===== config.mk =====
export PLATFORM = sky130hd
export DESIGN_NAME = sseg_scan_driver
export DESIGN_NICKNAME = d
export VERILOG_FILES = /design/src/rtl/sseg_scan_driver.sv
export SDC_FILE = /design/constraint.sdc
export NUM_CORES = 1
export LEC_CHECK = 0
export CAP_MARGIN = 10
export CELL_PAD_IN_SITES_DETAIL_PLACEMENT = 0
export CELL_PAD_IN_SITES_GLOBAL_PLACEMENT = 1
export CORE_MARGIN = 8
export CORE_UTILIZATION = 47
export CTS_BUF_LIST = sky130_fd_sc_hd__clkbuf_2 sky130_fd_sc_hd__clkbuf_4 sky130_fd_sc_hd__clkbuf_8
export DETAILED_ROUTE_END_ITERATION = 10
export GPL_ROUTABILITY_DRIVEN = 0
export GPL_TIMING_DRIVEN = 0
export PLACE_DENSITY = 0.85
export SLEW_MARGIN = 5
export SYNTH_ARGS = -nofsm -noshare
export SYNTH_HDL_FRONTEND = slang
export SYNTH_SLANG_ARGS = --single-unit
export TNS_END_PERCENT = 50

===== constraint.sdc =====
create_clock -name clk -period 5.4 [get_ports clk]
set_clock_uncertainty 0.15 [all_clocks]
set_input_delay 0.81 -clock clk [delete_from_list [all_inputs] [get_ports clk]]
set_output_delay 0.81 -clock clk [all_outputs]
set_load 0.03 [all_outputs]

===== src/rtl/sseg_scan_driver.sv =====
// Three-digit seven-segment scan driver with an inter-digit blanking gap, 16-level PWM
// brightness and a per-frame shadow snapshot of the segment patterns.
module sseg_scan_driver #(
   parameter int DIGIT_PERIOD   = 50000,
   parameter int BLANK_CYCLES   = 480,
   parameter bit SEG_ACTIVE_LOW = 1'b1,
   parameter bit AN_ACTIVE_LOW  = 1'b1
) (
   input  logic        clk,
   input  logic        reset,
   input  logic [23:0] sseg_in,
   input  logic [3:0]  brightness,
   input  logic        enable,
   output logic [7:0]  seg_out,
   output logic [2:0]  an_out,
   output logic        frame_tick
);

   localparam int CW = (DIGIT_PERIOD > 1) ? $clog2(DIGIT_PERIOD) : 1;
   localparam int SLOT = (DIGIT_PERIOD - BLANK_CYCLES) / 16;
   localparam logic [CW-1:0] CNT_LAST = CW'(DIGIT_PERIOD - 1);
   localparam logic [7:0] SEG_OFF = SEG_ACTIVE_LOW ? 8'hFF : 8'h00;
   localparam logic [2:0] AN_OFF = AN_ACTIVE_LOW ? 3'b111 : 3'b000;

   typedef enum logic {IDLE, SCAN} state_t;

   state_t          state, state_next;
   logic [CW-1:0]   cnt, cnt_next;
   logic [1:0]      digit, digit_next;
   logic [23:0]     seg_shadow;
   logic [3:0]      bright_shadow;
   logic            load_shadow;
   logic [7:0]      seg_next;
   logic [2:0]      an_next;
   logic            tick_next;
   logic [7:0]      cur_byte;
   logic            lit;
   int              cnt_i;

   // The drive window is the first (brightness+1) PWM slots after the blanking gap,
   // which is the same as asking whether (cnt-BLANK)/SLOT <= brightness.
   always_comb begin
      cnt_i = int'(cnt);
      lit = (cnt_i >= BLANK_CYCLES) &&
            (cnt_i < BLANK_CYCLES + (int'(bright_shadow) + 1) * SLOT);
      case (digit)
         2'd0:    cur_byte = seg_shadow[7:0];
         2'd1:    cur_byte = seg_shadow[15:8];
         default: cur_byte = seg_shadow[23:16];
      endcase
   end

   // Next-state and next-output logic; segments and anode are produced together so a
   // pattern can never appear on the wrong digit.
   always_comb begin
      state_next  = state;
      cnt_next    = cnt;
      digit_next  = digit;
      load_shadow = 1'b0;
      seg_next    = SEG_OFF;
      an_next     = AN_OFF;
      tick_next   = 1'b0;
      case (state)
         IDLE: begin
            cnt_next   = '0;
            digit_next = 2'd0;
            if (enable) begin
               state_next  = SCAN;
               load_shadow = 1'b1;
            end
         end
         SCAN: begin
            if (!enable) begin
               state_next = IDLE;
               cnt_next   = '0;
               digit_next = 2'd0;
            end else begin
               if (lit) begin
                  seg_next       = SEG_ACTIVE_LOW ? ~cur_byte : cur_byte;
                  an_next[digit] = ~AN_OFF[0];
               end
               if (cnt == CNT_LAST) begin
                  cnt_next = '0;
                  if (digit == 2'd2) begin
                     digit_next  = 2'd0;
                     load_shadow = 1'b1;
                     tick_next   = 1'b1;
                  end else begin
                     digit_next = digit + 2'd1;
                  end
               end else begin
                  cnt_next = cnt + CW'(1);
               end
            end
         end
         default: state_next = IDLE;
      endcase
   end

   // All state and the output drivers are registered, giving one cycle of latency.
   always_ff @(posedge clk or posedge reset) begin
      if (reset) begin
         state         <= IDLE;
         cnt           <= '0;
         digit         <= 2'd0;
         seg_shadow    <= 24'h000000;
         bright_shadow <= 4'h0;
         seg_out       <= SEG_OFF;
         an_out        <= AN_OFF;
         frame_tick    <= 1'b0;
      end else begin
         state      <= state_next;
         cnt        <= cnt_next;
         digit      <= digit_next;
         seg_out    <= seg_next;
         an_out     <= an_next;
         frame_tick <= tick_next;
         if (load_shadow) begin
            seg_shadow    <= sseg_in;
            bright_shadow <= brightness;
         end
      end
   end

endmodule

==> reports/qor.json <==
{
  "postSynthRegisterBits": 59,
  "floorplan.io_pins": 43,
  "detail-route-antenna-nets": 0,
  "post-route-util_pct": 58.98,
  "cts_buffer_depth": 2,
  "insertion_delay_ns": 0.35,
  "startpoint": "bright_shadow[0]",
  "routedWlPerCell_um": 16.79,
  "syn2layout_area_growth_pct": 22.12,
  "ys_warn_count": 0,
  "drtPass1Iterations": 4,
  "final_instance_area_um2": 4822,
  "core-area_um2": 8175,
  "postRouteWirelength_um": 8967,
  "worst_setup_path_start_kind": "register",
  "hold-path-endpoint": "seg_shadow[23]",
  "finalMaxSlewViolations": 0,
  "grt_first_pass_wirelength_um": 15060,
  "synth.largest_area_cell": "sky130_fd_sc_hd__dfrtp_1",
  "synth_enable_flop_cells": 0,
  "placement.setup.worst_slack_ns": -0.4219,
  "worst-r2r-setup-slack_ns": 0.29,
  "async_reset_ff_share_pct": 100.0,
  "setup-tns-final_ns": 0,
  "timing.final.hold_violations": 0,
  "layout_common_cells": "48 x sky130_fd_sc_hd__ha_1, 46 x sky130_fd_sc_hd__dfrtp_1, 42 x sky130_fd_sc_hd__clkdlybuf4s50_1, 25 x sky130_fd_sc_hd__nand2_1",
  "cts_tree": "built",
  "reg_to_reg_start": "bright_shadow[0]",
  "drt_iter0_drc": 90,
  "total_leakage_power_nw": 2.190,
  "min_period_over_period_pct": 94.66,
  "drc": 0,
  "syn_nets": 452,
  "yosys_most_used_dff": "sky130_fd_sc_hd__dfrtp_1",
  "post_cts_hold_buffer_count": 0,
  "cts-buffers-inserted": 9,
  "crit_path_max_fanout": 10,
  "hold_path_startpoint": "seg_shadow[23]",
  "initial_core_util_pct": 48.30,
  "h_tree_lvl_count": 3,
  "netlist_area_um2": 3949,
  "synth_top_area_share_pct": 30.42,
  "yosys.cell_types.count": 53,
  "io_buffer_count": 42,
  "total_power_mw": 1.716,
  "floorplan.die_area_um2": 11590,
  "max_cap_violations": 0,
  "grtUsageTotal_pct": 16.42,
  "synthesis.area_per_instance_um2": 10.76,
  "arrival_ns": 5.21,
  "clkSlewWorstSetupHoldPaths_ns": 0.08,
  "die_h_um": 107.7,
  "crit_path_end_kind": "register",
  "pwr_density_cell_nw_per_um2": 355.8,
  "grt-ovfl-total": 0,
  "final_net_count": 509,
  "run_status": "finished clean",
  "grt_pass1_vias": 3106,
  "layout_commonest_cell": "sky130_fd_sc_hd__ha_1",
  "cp_data_required_time_ns": 5.50,
  "grt_max_degree": 43,
  "clock_tree.root_cell": "sky130_fd_sc_hd__clkbuf_8",
  "timing.final.crit_period_ns": 5.112,
  "hold_depth": 1,
  "normalized_max_slew_margin_pct": 53.38,
  "floorplan.rows": 33,
  "ff2ff_path_depth": 20,
  "r2r_path_end": "an_out[2]",
  "vias": 2889,
  "setup_viol": 0,
  "irDropWorstVdd_uv": 197.5,
  "grt_antenna_before_repair": 0,
  "drive_gt1_share_pct": 19.35,
  "diodes": 0,
  "yosys-top-cells-area": "sky130_fd_sc_hd__dfrtp_1 30%, sky130_fd_sc_hd__ha_1 16%, sky130_fd_sc_hd__mux2_4 7.6%, sky130_fd_sc_hd__dfstp_2 7.3%, sky130_fd_sc_hd__o21ai_0 3.2%",
  "viasPerCell": 5.410,
  "max_slew.worst_pin.slew_ns": 0.6992,
  "postPlaceCellArea_um2": 4521,
  "worst_hold_path_type": "register to register",
  "tritoncts_num_sinks": 59,
  "worst_slack_ns": 0.2883,
  "synthesized_instance_count": 367,
  "filler_cell_count": 699,
  "grt_setup_unrepaired": "true",
  "criticalPathCategory": "register to register",
  "max_clock_freq_ghz": 0.1956,
  "dieWidth_um": 107.7,
  "post-dp-hpwl_um": 6601,
  "synth-seq-area-share_pct": 37.74
}
==> cell type report <==
type	instances	area, um2	share of cell area [%]
buffer	10	80.08	1.661
clock buffer	9	123.9	2.569
clock inverter	7	83.83	1.738
inverter	25	93.84	1.946
multi-input combinational	273	2354	48.81
sequential	59	1493	30.95
tap	105	131.4	2.724
timing repair buffer	46	462.9	9.600
==> Yosys cell counts, types with 2 or more instances <==
cell type	count
sky130_fd_sc_hd__a211o_1	2
sky130_fd_sc_hd__dfrtp_1	48
sky130_fd_sc_hd__buf_12	2
sky130_fd_sc_hd__nor2b_1	2
sky130_fd_sc_hd__xnor2_1	9
sky130_fd_sc_hd__o211ai_1	2
sky130_fd_sc_hd__a21oi_1	13
sky130_fd_sc_hd__xor2_1	14
sky130_fd_sc_hd__fa_1	5
sky130_fd_sc_hd__nand3_1	9
sky130_fd_sc_hd__a31oi_1	2
sky130_fd_sc_hd__nor2_1	24
sky130_fd_sc_hd__and2_1	3
sky130_fd_sc_hd__ha_1	49
sky130_fd_sc_hd__mux2i_1	11
sky130_fd_sc_hd__and3_1	5
sky130_fd_sc_hd__nand2_1	25
sky130_fd_sc_hd__nor3_1	3
sky130_fd_sc_hd__nand4_1	5
sky130_fd_sc_hd__or3_1	3
sky130_fd_sc_hd__inv_1	25
sky130_fd_sc_hd__o21ai_0	25
sky130_fd_sc_hd__o21a_1	3
sky130_fd_sc_hd__mux2_4	20
sky130_fd_sc_hd__dfstp_2	11
sky130_fd_sc_hd__mux2_2	8
sky130_fd_sc_hd__nand2b_1	3
sky130_fd_sc_hd__clkbuf_1	6
sky130_fd_sc_hd__or2_2	3
sky130_fd_sc_hd__nand4b_1	2
sky130_fd_sc_hd__a211oi_1	3
==> registers in the layout, summed over array words and instances, names as in the netlist <==
| signal | flops |
|---|---|
| an_out | 3 |
| frame_tick | 1 |
| cnt | 16 |
| state | 1 |
| digit | 2 |
| seg_shadow | 24 |
| bright_shadow | 4 |
| seg_out | 8 |
==> worst max-delay path: stages, from the launching register on <==
cell                        delay (ns)
sky130_fd_sc_hd__dfrtp_2          0.42
sky130_fd_sc_hd__ha_2             0.22
sky130_fd_sc_hd__and3_2           0.28
sky130_fd_sc_hd__fa_1             0.54
sky130_fd_sc_hd__inv_1            0.05
sky130_fd_sc_hd__fa_1             0.44
sky130_fd_sc_hd__ha_1             0.32
sky130_fd_sc_hd__inv_1            0.07
sky130_fd_sc_hd__fa_1             0.47
sky130_fd_sc_hd__nor2b_2          0.16
sky130_fd_sc_hd__o31ai_2          0.10
sky130_fd_sc_hd__a211oi_1         0.40
sky130_fd_sc_hd__nand2_1          0.12
sky130_fd_sc_hd__xor2_1           0.16
sky130_fd_sc_hd__ha_1             0.29
sky130_fd_sc_hd__o211ai_1         0.10
sky130_fd_sc_hd__a21oi_1          0.09
sky130_fd_sc_hd__nor3_1           0.15
sky130_fd_sc_hd__o2bb2ai_1        0.15
sky130_fd_sc_hd__buf_2            0.23
sky130_fd_sc_hd__o21ai_0          0.10
==> how the worst max path moves through the flow <==
stage	to	slack, ns	depth (start not counted)
2_1_floorplan	an_out[0]	0.50	20
3_3_place_gp	seg_out[6]	-0.35	20
3_5_place_dp	seg_out[6]	-0.42	21
4_1_cts	seg_out[5]	0.002	20
5_1_grt	an_out[0]	-0.02	20
6_report	an_out[2]	0.29	20
==> power by group <==
group | switching, mW | total (mW) | internal [mW]
Combinational | 0.416 | 0.786 | 0.369
Clock | 0.210 | 0.431 | 0.222
Sequential | 0.0243 | 0.499 | 0.474
Total | 0.650 | 1.72 | 1.07
==> repair_timing <==
item                                    CTS  global route
endpoints found under the setup margin   11            11
gates resized for setup                   9             9
endpoints found under the hold margin     0             0
buffers inserted                          2             1
pin swaps                                 0             0
==> per-stage QoR <==
stage	cells	hold WS, ns
floorplan	367	0.3291
global placement	514	0.3375
finish	534	0.3638
CTS	533	0.3651
detailed placement	515	0.3439
global route	534	0.3754
==> cells by family after synthesis <==
| family | count (synthesis) | synth area share [%] |
|---|---|---|
| AOI/OAI and AO/OA | 61 | 9.506 |
| xor gates and xnor gates | 23 | 5.102 |
| buffers and inverters | 35 | 4.372 |
| adders and majority gates | 54 | 18.06 |
| and+or+nand+nor | 96 | 12.55 |
| muxes | 39 | 12.67 |
| DFF | 59 | 37.74 |
==> routing by layer <==
metal	vias up	share of wire (%)	global-route usage [%]
met5	-	0	0
met4	0	1.5	5.649
met3	11	3.8	4.012
met2	63	51	27.98
met1	1411	43	19.68
li1	1404	-	-
No activity file was read; power rests on OpenSTA's default activity.
==> variant 1, RTL diff (same settings) <==
The parameter `DIGIT_PERIOD` goes from 50000 to 25000.
--- a/src/rtl/sseg_scan_driver.sv
+++ b/src/rtl/sseg_scan_driver.sv
@@ -1,7 +1,7 @@
 // Three-digit seven-segment scan driver with an inter-digit blanking gap, 16-level PWM
 // brightness and a per-frame shadow snapshot of the segment patterns.
 module sseg_scan_driver #(
-   parameter int DIGIT_PERIOD   = 50000,
+   parameter int DIGIT_PERIOD   = 25000,
    parameter int BLANK_CYCLES   = 480,
    parameter bit SEG_ACTIVE_LOW = 1'b1,
    parameter bit AN_ACTIVE_LOW  = 1'b1
Behaviour: same outputs for any inputs over 10 cycles, from zero or initial values and one cycle with reset high; that may be too few to reach the edited logic, so the function may still have changed.
==> variant 1 against the original RTL <==
- the flow now finishes with violations (setup timing)
- sequential cell count is 1 lower
- non-clock buffer count is 12 higher
- wire length is 1.1% lower
- synthesized area is 0.41% lower
- setup slack worse by 0.48 ns
- cell area is 5.1% higher
- worst hold slack worse by 0.025 ns
- global-route usage is 0.29 points higher
- die area is 0.35% lower
- critical path type unchanged
- largest cell class unchanged
Power is not compared: it rests on default switching activity, and its combinational part moved more than twofold at a synthesized area within 25%.
==> variant 1: results (changes against the original RTL) <==
| Metric | Value |
|---|---|
| Status | `finished with violations (was finished, final reports clean)` |
| Failing checks | `setup timing` |
| Area post-placement | `0.00463 mm2 (was 0.00452 mm2)` |
| Largest registers | `seg_shadow: 24 flops, cnt: 15 flops, seg_out: 8 flops (was seg_shadow: 24 flops, cnt: 16 flops, seg_out: 8 flops)` |
| Slowest CP cell | `fa_2 (was fa_1)` |
| Post-Place Cells | `512 (was 515)` |
| Fin worst setup slack | `-0.193 ns (was 0.288 ns)` |
| Total Wirelength | `8.87 mm (was 8.97 mm)` |
| CP max FO | `5 (was 10)` |
| Setup WS pre-CTS | `-0.618 ns (was -0.422 ns)` |
| Compound-Gate Fraction of Synth Area | `10.1% (was 9.51%)` |
| # fillers | `676 (was 699)` |
| Gr usage total | `16.7% (was 16.4%)` |
| Seq/Total Area, Yosys | `37.3% (was 37.7%)` |
| FF-to-FF path depth | `23 (was 20)` |
| Synth cell count leaders | `dfrtp_1, ha_1, mux2_2 (was ha_1, dfrtp_1, inv_1, nand2_1, o21ai_0)` |
| Pin count of the biggest net entering global routing | `35 (was 43)` |
| First-pass GRT wire length | `15.3 mm (was 15.1 mm)` |
| Share of layout cells above drive strength 1 | `29.2% (was 19.3%)` |
| Crit path largest cell delay | `0.62 ns (was 0.54 ns)` |
| Slew @ Worst Pin | `0.750 ns (was 0.699 ns)` |
| Nets | `521 (was 509)` |
| Synth top area cells | `dfrtp_1, ha_1, mux2_2, dfstp_2, fa_1 (was dfrtp_1, ha_1, mux2_4, dfstp_2, o21ai_0)` |
| Distinct cells, synth | `44 (was 53)` |
| XOR/XNOR Fraction of Synth Area | `7.10% (was 5.10%)` |
| Initial detailed-routing violation count | `99 (was 90)` |
| Multiplexer share of the synthesized area | `10.6% (was 12.7%)` |
| Syn nets | `451 (was 452)` |
| Worst Path Arrival | `5.72 ns (was 5.21 ns)` |
| Mean post-synth cell area | `10.8 um2 (about the same)` |
| Min-delay src | `cnt[0]$_DFF_PP0_ (was seg_shadow[23]$_DFFE_PP0P_)` |
| Final setup viols | `11 (was 0)` |
| Wire length per cell | `16.3 um (was 16.8 um)` |
## variant 1: cell types whose count changed in the layout (fill, tap and decap cells not counted), sizes merged, moves of 4 or more
cell	delta
clkbuf	+4
o21ai	+4
xnor2	+7
fa	+5
a21o	+5
buf	+11
## variant 1: repair_timing
action,CTS,global route
setup endpoints to repair,11,11
buffers inserted,12,3
gates cloned,1,0
gates resized for setup,14,6
pin swaps,10,0
## variant 1: cells by family (layout without fill, tap and decap cells)
kind of cell             count (synthesis)  after routing
XOR/XNOR                                31             31
multiplexers                            38             38
AO/OA/AOI/OAI                           58             58
adder cells (fa/ha/maj)                 56             56
buffers and inverters                   36            111
AND/OR/NAND/NOR                         87             87
flip-flops                              58             58
## variant 1: worst max path at each step
stage | cells past startpoint | slack, ns | endpoint
after floorplan | 24 | -0.04 | an_out[0]$_DFF_PP1_
after global placement | 23 | -0.54 | seg_out[1]$_DFF_PP1_
after detailed placement | 24 | -0.62 | an_out[2]$_DFF_PP1_
after CTS | 24 | -0.18 | an_out[2]$_DFF_PP1_
after global routing | 23 | -0.43 | seg_out[3]$_DFF_PP1_
final | 23 | -0.19 | an_out[2]$_DFF_PP1_
## variant 1: stage by stage
step / setup TNS (ns) / hold slack, ns
2_1_floorplan: -0.373 / 0.305
3_3_place_gp: -5.57 / 0.330
3_5_place_dp: -6.61 / 0.338
4_1_cts: -1.82 / 0.347
5_1_grt: -4.45 / 0.374
6_report: -1.92 / 0.339
## variant 1: final cells by class
cell class                      count  area share (%)
Buffer                              9            1.31
Clock buffer                       12            3.14
Timing Repair Buffer               59            11.1
Multi-Input combinational cell    270            49.3
Clock inverter                      4            1.46
Tap cell                          105            2.59
Inverter                           27            2.07
Sequential cell                    58            29.0
## variant 1: per-layer routing
metal  global-route usage, %  routed length, um  up-vias
met1                    20.8               4110     1389
met3                    4.97                356       12
met4                    3.77                 87        0
met2                    27.8               4320       53
li1                        -                  -     1400
met5                       0                  0        -
## variant 1: where the power goes
group          internal, uW  total [uW]  leakage [uW]  switching (uW)
logic                  1360        2730       0.00135            1370
clock network           290         469      0.000120             179
registers               468         494      0.000703            25.6
==> variant 2, RTL diff (config.mk and constraints unchanged) <==
Made on the original files. The output `seg_out` loses its register stage (`seg_out` becomes a continuous assignment).
--- a/src/rtl/sseg_scan_driver.sv
+++ b/src/rtl/sseg_scan_driver.sv
@@ -105,14 +105,12 @@
          digit         <= 2'd0;
          seg_shadow    <= 24'h000000;
          bright_shadow <= 4'h0;
-         seg_out       <= SEG_OFF;
          an_out        <= AN_OFF;
          frame_tick    <= 1'b0;
       end else begin
          state      <= state_next;
          cnt        <= cnt_next;
          digit      <= digit_next;
-         seg_out    <= seg_next;
          an_out     <= an_next;
          frame_tick <= tick_next;
          if (load_shadow) begin
@@ -122,4 +120,6 @@
       end
    end
 
+   assign seg_out = seg_next;
+
 endmodule
Behaviour: no difference found for any inputs over 10 cycles, from zero or initial values and one cycle with reset high; that may be too few to reach the edited logic, so the function may still have changed.
==> variant 2 against the original RTL <==
- the run now ends with setup timing left
- clock power fell by 45%
- global-route usage rose by 1.3 points
- synthesized area rose by 0.79%
- fmax fell by 17%
- setup slack got worse by 1.1 ns
- power rose by 1.6%
- first-iteration DRC count rose by 82%
- utilization rose by 5.4 points
- sequential share of layout area fell by 6.7 points
- wire length rose by 14%
- cell area rose by 9.7%
- die area rose by 0.67%
- sequential cell count fell by 8
- synthesized cell count rose by 8.7%
- largest cell class unchanged
- largest power group unchanged
==> variant 2: results (changes against the original RTL) <==
| Metric | Value |
|---|---|
| Status | `finished with violations (was finished, final reports clean)` |
| Failing checks | `setup timing` |
| Hold Path Sink | `seg_shadow[0]$_DFFE_PP0P_ (was seg_shadow[23]$_DFFE_PP0P_)` |
| DP HPWL | `7.29 mm (was 6.60 mm)` |
| Wire length per cell | `17.5 um (was 16.8 um)` |
| Signal buf overhead | `15.4% (was 11.3%)` |
| Synth cell count leaders | `ha_1, dfrtp_1, nor2_1 (was ha_1, dfrtp_1, inv_1, nand2_1, o21ai_0)` |
| First-pass GRT wire length | `16.8 mm (was 15.1 mm)` |
| Syn nets | `484 (was 452)` |
| Peak VDD IR | `0.151 mV (was 0.198 mV)` |
| Pin count of the biggest net entering global routing | `31 (was 43)` |
| CTS Sinks | `51 (was 59)` |
| H-tree Lvls | `2 (was 3)` |
| Multi-input gate share of total cell area | `54.3% (was 48.8%)` |
| Post-synthesis adder-cell area fraction | `17.9% (was 18.1%)` |
| Final clock-cell share | `1.73% (was 4.31%)` |
| Largest registers | `seg_shadow: 24 flops, cnt: 16 flops, bright_shadow: 4 flops (was seg_shadow: 24 flops, cnt: 16 flops, seg_out: 8 flops)` |
| Clk_lat worst skew | `0.31 ns (was 0.35 ns)` |
| Mean post-synth cell area | `9.98 um2 (was 10.8 um2)` |
| # fillers | `649 (was 699)` |
| Slowest CP cell | `dfrtp_2 (was fa_1)` |
| Final setup viols | `8 (was 0)` |
| Fin worst setup slack | `-0.793 ns (was 0.288 ns)` |
| Fraction of area in registers | `24.3% (was 31.0%)` |
| PD cells | `330 mW/mm2 (was 356 mW/mm2)` |
| Initial detailed-routing violation count | `164 (was 90)` |
| Crit path largest cell delay | `0.47 ns (was 0.54 ns)` |
| Logic gate share of total power | `61.3% (was 45.8%)` |
| XOR/XNOR Fraction of Synth Area | `5.94% (was 5.10%)` |
| Synth top area cells | `dfrtp_1, ha_1, mux2_4, nor2_1, a21oi_1 (was dfrtp_1, ha_1, mux2_4, dfstp_2, o21ai_0)` |
| Post-cts repair resize count | `89 (was 9)` |
| Area post-placement | `0.00462 mm2 (was 0.00452 mm2)` |
-- variant 2: cell count changes after synthesis, moves of 4 or more --
cell	change
a21oi_1	+16
dfstp_2	-8
nand2_1	-11
nand2b_1	+7
nand3_1	+4
nor2_1	+22
o21ai_0	-20
o32ai_1	+8
-- variant 2: worst max-delay path by stage --
stage                       to  slack [ns]  depth (start not counted)
floorplan           seg_out[0]       -0.19                         22
global placement    seg_out[0]       -1.48                         23
detailed placement  seg_out[0]       -1.51                         23
CTS                 seg_out[0]       -0.92                         22
global route        seg_out[0]       -1.03                         25
finish              seg_out[0]       -0.79                         25
-- variant 2: metrics by stage --
step | total power (uW) | setup TNS [ns]
floorplan | 1040 | -1.34
global placement | 1190 | -11.61
global route | 1880 | -7.99
CTS | 1610 | -7.09
finish | 1740 | -5.99
detailed placement | 1220 | -12.02
-- variant 2: per-layer routing --
layer,GRT usage (%),vias up,share of wire (%)
li1,-,1550,-
met1,24.8,1562,49
met2,28.3,66,47
met3,2.74,10,3.4
met4,3.37,0,0.93
met5,0,-,0
